**src/rtl/wb_bus_matrix.sv**
```systemverilog
// Wishbone bus matrix: N_MASTERS round-robin arbitrated masters routed to N_SLAVES
// address-decoded slaves, one transaction in flight, with decode and timeout error termination.
module wb_bus_matrix #(
  parameter int N_MASTERS = 2,
  parameter int N_SLAVES  = 17,
  parameter int SEL_LSB   = 12,
  parameter int SEL_W     = 5,
  parameter int TIMEOUT   = 255
) (
  input  logic                      clk,
  input  logic                      reset,
  input  logic [N_MASTERS-1:0]      m_STB,
  input  logic [N_MASTERS-1:0]      m_WE,
  input  logic [32*N_MASTERS-1:0]   m_ADDR,
  input  logic [32*N_MASTERS-1:0]   m_DAT_I,
  output logic [32*N_MASTERS-1:0]   m_DAT_O,
  output logic [N_MASTERS-1:0]      m_ACK,
  output logic [N_MASTERS-1:0]      m_ERR,
  output logic [N_SLAVES-1:0]       s_STB,
  output logic                      s_WE,
  output logic [31:0]               s_ADDR,
  output logic [31:0]               s_DAT_O,
  input  logic [32*N_SLAVES-1:0]    s_DAT_I,
  input  logic [N_SLAVES-1:0]       s_ACK
);

  localparam int GW = (N_MASTERS > 1) ? $clog2(N_MASTERS) : 1;

  typedef enum logic [1:0] {IDLE, BUSY, RELEASE} state_t;

  state_t           r_state, w_next_state;
  logic [GW-1:0]    r_grant, r_last, w_pick;
  logic [SEL_W-1:0] r_sel, w_pick_sel;
  logic [9:0]       r_tcnt;
  logic             w_any_req, w_stb_g, w_we_g, w_dec_err, w_ack_sel, w_tmo;
  logic [31:0]      w_addr_g, w_wdat_g, w_rdat_sel;

  // Round-robin pick: smallest distance k from last+1 wins, so scan k downward and overwrite.
  // NOTE: every always_comb output gets a default before any branch so no latch is inferred.
  always_comb begin
    w_any_req  = 1'b0;
    w_pick     = r_last;
    w_pick_sel = '0;
    for (int k = N_MASTERS; k >= 1; k--) begin
      for (int i = 0; i < N_MASTERS; i++) begin
        if (m_STB[i] && (((int'(r_last) + k) % N_MASTERS) == i)) begin
          w_any_req = 1'b1;
          w_pick    = GW'(i);
        end
      end
    end
    for (int i = 0; i < N_MASTERS; i++) begin
      if (w_pick == GW'(i)) w_pick_sel = m_ADDR[32*i+SEL_LSB +: SEL_W];
    end
  end

  // Signals of the granted master and the selected slave.
  always_comb begin
    w_stb_g    = 1'b0;
    w_we_g     = 1'b0;
    w_addr_g   = '0;
    w_wdat_g   = '0;
    w_ack_sel  = 1'b0;
    w_rdat_sel = '0;
    for (int i = 0; i < N_MASTERS; i++) begin
      if (r_grant == GW'(i)) begin
        w_stb_g  = m_STB[i];
        w_we_g   = m_WE[i];
        w_addr_g = m_ADDR[32*i +: 32];
        w_wdat_g = m_DAT_I[32*i +: 32];
      end
    end
    for (int j = 0; j < N_SLAVES; j++) begin
      if (r_sel == SEL_W'(j)) begin
        w_ack_sel  = s_ACK[j];
        w_rdat_sel = s_DAT_I[32*j +: 32];
      end
    end
  end

  assign w_dec_err = (int'(r_sel) >= N_SLAVES);
  assign w_tmo     = (r_tcnt == 10'(TIMEOUT - 1));

  // NOTE: sequential state uses non-blocking assignments only; the async reset clears
  // control registers so every output falls to 0 the moment reset goes low.
  always_ff @(posedge clk or negedge reset) begin
    if (!reset) begin
      r_state <= IDLE;
      r_grant <= '0;
      r_last  <= GW'(N_MASTERS - 1);
      r_sel   <= '0;
      r_tcnt  <= '0;
    end else begin
      r_state <= w_next_state;
      case (r_state)
        IDLE: begin
          if (w_any_req) begin
            r_grant <= w_pick;
            r_last  <= w_pick;
            r_sel   <= w_pick_sel;
            r_tcnt  <= '0;
          end
        end
        BUSY: begin
          if (!w_dec_err && w_stb_g && !w_ack_sel && !w_tmo) r_tcnt <= r_tcnt + 10'd1;
        end
        default: ;
      endcase
    end
  end

  // Decode error beats abort, abort beats ACK, ACK beats timeout.
  always_comb begin
    w_next_state = r_state;
    case (r_state)
      IDLE:    if (w_any_req) w_next_state = BUSY;
      BUSY: begin
        if (w_dec_err)      w_next_state = RELEASE;
        else if (!w_stb_g)  w_next_state = IDLE;
        else if (w_ack_sel) w_next_state = RELEASE;
        else if (w_tmo)     w_next_state = RELEASE;
      end
      RELEASE: w_next_state = IDLE;
      default: w_next_state = IDLE;
    endcase
  end

  always_comb begin
    m_DAT_O = '0;
    m_ACK   = '0;
    m_ERR   = '0;
    s_STB   = '0;
    s_WE    = 1'b0;
    s_ADDR  = '0;
    s_DAT_O = '0;
    if (r_state == BUSY) begin
      s_WE    = w_we_g;
      s_ADDR  = w_addr_g;
      s_DAT_O = w_wdat_g;
      for (int j = 0; j < N_SLAVES; j++) begin
        if (!w_dec_err && (r_sel == SEL_W'(j))) s_STB[j] = w_stb_g;
      end
      for (int i = 0; i < N_MASTERS; i++) begin
        if (r_grant == GW'(i)) begin
          if (w_dec_err) begin
            m_ERR[i] = 1'b1;
          end else if (w_stb_g) begin
            if (w_ack_sel) begin
              m_ACK[i]          = 1'b1;
              m_DAT_O[32*i +: 32] = w_rdat_sel;
            end else if (w_tmo) begin
              m_ERR[i] = 1'b1;
            end
          end
        end
      end
    end
  end

endmodule

```
**config.mk**
```make
export PLATFORM = sky130hd
export DESIGN_NAME = wb_bus_matrix
export DESIGN_NICKNAME = d
export VERILOG_FILES = /design/src/rtl/wb_bus_matrix.sv
export SDC_FILE = /design/constraint.sdc
export NUM_CORES = 1
export LEC_CHECK = 0
export BUFFER_PORTS_ARGS = -buffer_cell sky130_fd_sc_hd__clkbuf_2
export CAP_MARGIN = 20
export CORE_AREA = 2 2 332 334
export DETAILED_ROUTE_END_ITERATION = 7
export DIE_AREA = 0 0 334 336
export PLACE_DENSITY = 0.3
export SYNTH_ARGS = -nofsm -noshare
export SYNTH_HDL_FRONTEND = slang
export SYNTH_SLANG_ARGS = --single-unit
export TNS_END_PERCENT = 1
```
**constraint.sdc**
```tcl
create_clock -name clk -period 4.95 [get_ports clk]
set_input_delay 0 -clock clk [delete_from_list [all_inputs] [get_ports clk]]
set_output_delay 0 -clock clk [all_outputs]
set_load 0.1 [all_outputs]
```
==> qor.yml <==
setup_path:
  critical_path_class: "flip-flop to output pin"
  cp_data_arrival_time_ps: 4460
  crit_fanout: 42
  path_buf_inv: 3
  critPathMaxStageDelay_ps: 850
  cp_cell_sequence: "nor2b_4 > buf_4 > nand3_1 > a222oi_1 > o31ai_1 > buf_4 > a211oi_1 > and2_1 > buf_12"
  cpLargestDelayFamily: "compound AO/OA/AOI/OAI gates"
  startpoint_type: "flip-flop"
  cp-end-kind: "output pin"
  cpMostUsedCell: "buf_4"
  cp_data_required_time_ps: 4950
  cpMaxStageDelayCell: "dfrtp_4"
synthesis:
  yosysSeqAreaShare_pct: 5.783
  ys.flop_type: "dfrtp_1"
  synth_cell_types: 80
  synth_area_mm2: 0.008243
  synth_edf_count: 0
  netlist_instances: 1304
  ys_ff_latch: 19
  avgSynthCellArea_um2: 6.321
  yosys_warnings: 0
  synthArstFlopShare_pct: 100.0
  synth_nets: 2001
floorplanning:
  dieArea_mm2: 0.1122
  io_pins: 845
  core_area_mm2: 0.1084
  die_h_um: 336
  die_width_um: 334
  start_util_pct: 7.604
  rows: 121
clocking:
  htree_levels: 1
  cts_root_buf: "clkbuf_16"
  clk_pin_slew_ps: 60
  insertion_delay_ps: 260
  cts_buffers: 3
  clk_path_buf_depth: 2
  clock_sinks: 19
  cts_resized: 0
  cts_tree: "yes"
routing:
  vias_per_cell: 4.220
  vias: 14870
  drc_errors: 0
  routed_wl_um: 118300
  wl_per_cell_um: 33.57
  drt-pass1-iter-count: 6
  antenna_left: 0
  first_iter_violations: 1419
sta:
  max_freq_mhz: 224.0
  finalSetupTns_ps: 0
  min_period_over_period_pct: 90.17
  min_period_ps: 4464
  rsz0062_at_grt: "false"
  worst_slew_pin_slew_ps: 968.1
  maxSlewHeadroom_pct: 35.32
  finalMaxSlewViolations: 0
  setup_viol: 0
  worst_slack_ps: 486.3
  hold_viol: 0
  worst_clock_skew_ps: 8.021
grt:
  antenna_found_initial: 37
  grt_pass1_wl_um: 150700
  met1_usage_pct: 24.08
  use_met2_pct: 36.77
  grt_max_degree: 49
  track_usage_pct: 20.00
  gr-usage-met3_pct: 3.166
  grt_pass1_vias: 15151
  busiest_layer: "met2"
  overflow: 0
layout:
  final_common_cell: "clkbuf_2"
  final_cells: 3524
  nets: 2792
  drive_gt1_share_pct: 47.61
  fill_cells: 12865
  final_cell_mix: "783 x clkbuf_2, 191 x nor2_1, 140 x a21oi_1"
  syn_to_final_growth_pct: 87.36
outcome:
  status: "complete, no violations"
pwr:
  power_density_mw_per_mm2: 650.1
  p_leak_uw: 0.007111
  ir_drop_mv: 0.3183
placed_design:
  dpl.cell_count: 3503
  dpl_worst_slack_ps: 691.3
  gp_congestion: 0.9011
  numPortBuffers: 844
  hpwl_um: 103200
flow_run:
  drv_cap: 0
worst_hold_path:
  hold_class: "input pin to flip-flop"
[registers in the layout, summed over array words and instances, names as in the netlist]
| register | cells |
|---|---|
| r_sel | 5 |
| r_tcnt | 10 |
| r_grant | 1 |
| r_last | 1 |
| r_state | 2 |
[layout make-up]
class | instances | area (um^2) | share of cell area [%]
Sequential cell | 19 | 494.2 | 3.200
Antenna cell | 16 | 40.04 | 0.2593
Tap cell | 1414 | 1769 | 11.46
Clock inverter | 1 | 7.507 | 0.04861
Clock buffer | 3 | 75.07 | 0.4861
Inverter | 28 | 106.4 | 0.6886
Multi-Input combinational cell | 1114 | 7208 | 46.67
Timing Repair Buffer | 929 | 5743 | 37.19
[cells in the mapped netlist (12+ instances only)]
cell,n,share of area [%]
a22oi_1,27,2.5
a211oi_1,13,1.2
inv_1,27,1.2
dfrtp_1,18,5.5
nand2b_1,23,1.7
a22o_1,16,1.7
clkbuf_1,102,4.6
mux2i_1,90,11
o21a_1,12,1.1
nor2_1,195,8.9
nor2b_1,33,2.5
a221o_1,17,2.1
nor3_1,21,1.3
and2_1,15,1.1
o221ai_1,26,2.8
o21ai_0,97,5.9
buf_2,23,1.4
o22ai_1,25,1.9
nand3_1,51,3.1
nand2_1,74,3.4
a21o_1,20,1.8
buf_1,16,0.73
a21oi_1,140,8.5
[power breakdown]
part | total, uW | switching [uW] | internal (uW)
Clock | 179 | 69.9 | 110
Combinational | 9330 | 6880 | 2450
Sequential | 531 | 322 | 209
[layer usage]
| metal | vias up | share of wire [%] |
|---|---|---|
| li1 | 6541 | - |
| met1 | 7330 | 40 |
| met4 | 18 | 3.0 |
| met2 | 865 | 51 |
| met3 | 116 | 6.3 |
| met5 | - | 0.091 |
[worst min-delay path: cells and delay by family]
kind	cells	cell delay (ps)
AOI/OAI and AO/OA	1	190
muxes	1	150
buffers and inverters	1	90
[metrics by stage]
step	util, %	total power (uW)	hold WS (ps)	area (um^2)
6_report	14.25	10040	219.1	15440
5_1_grt	14.22	10520	271.3	15410
4_1_cts	14.21	10280	236.3	15400
3_5_place_dp	14.12	10070	31.42	15310
3_3_place_gp	14.12	10110	33.85	15310
2_1_floorplan	-	5641	-295.6	8243
[final timing paths]
check | startpoint | to | slack (ps) | cells after the start
worst max-delay path | r_sel[0] | m_DAT_O[7] | 490 | 9
worst min-delay path | m_ADDR[16] | r_sel[4] | 220 | 3
worst max register to register | r_sel[0] | r_tcnt[9] | 1080 | 6
worst min register to register | r_last | r_last | 510 | 2
max in group asynchronous | reset | r_sel[2] | 4140 | 2
min in group asynchronous | reset | r_grant | 370 | 2
[cells by family (layout without fill, tap and decap cells)]
group	after synthesis	after routing	synth area share [%]
buffers and inverters	171	961	8.227
DFF	19	19	5.783
adders and majority gates	2	2	0.3035
xor gates and xnor gates	1	1	0.1063
other	0	16	0
AOI/OAI and AO/OA	518	518	42.64
and+or+nand+nor	487	487	28.87
muxes	106	106	14.07
[timing repair]
item,in CTS,in global routing
setup buffers,0,0
hold buffers,1,0
endpoints found under the hold margin,18,0
No activity file was read; power rests on OpenSTA's default activity.
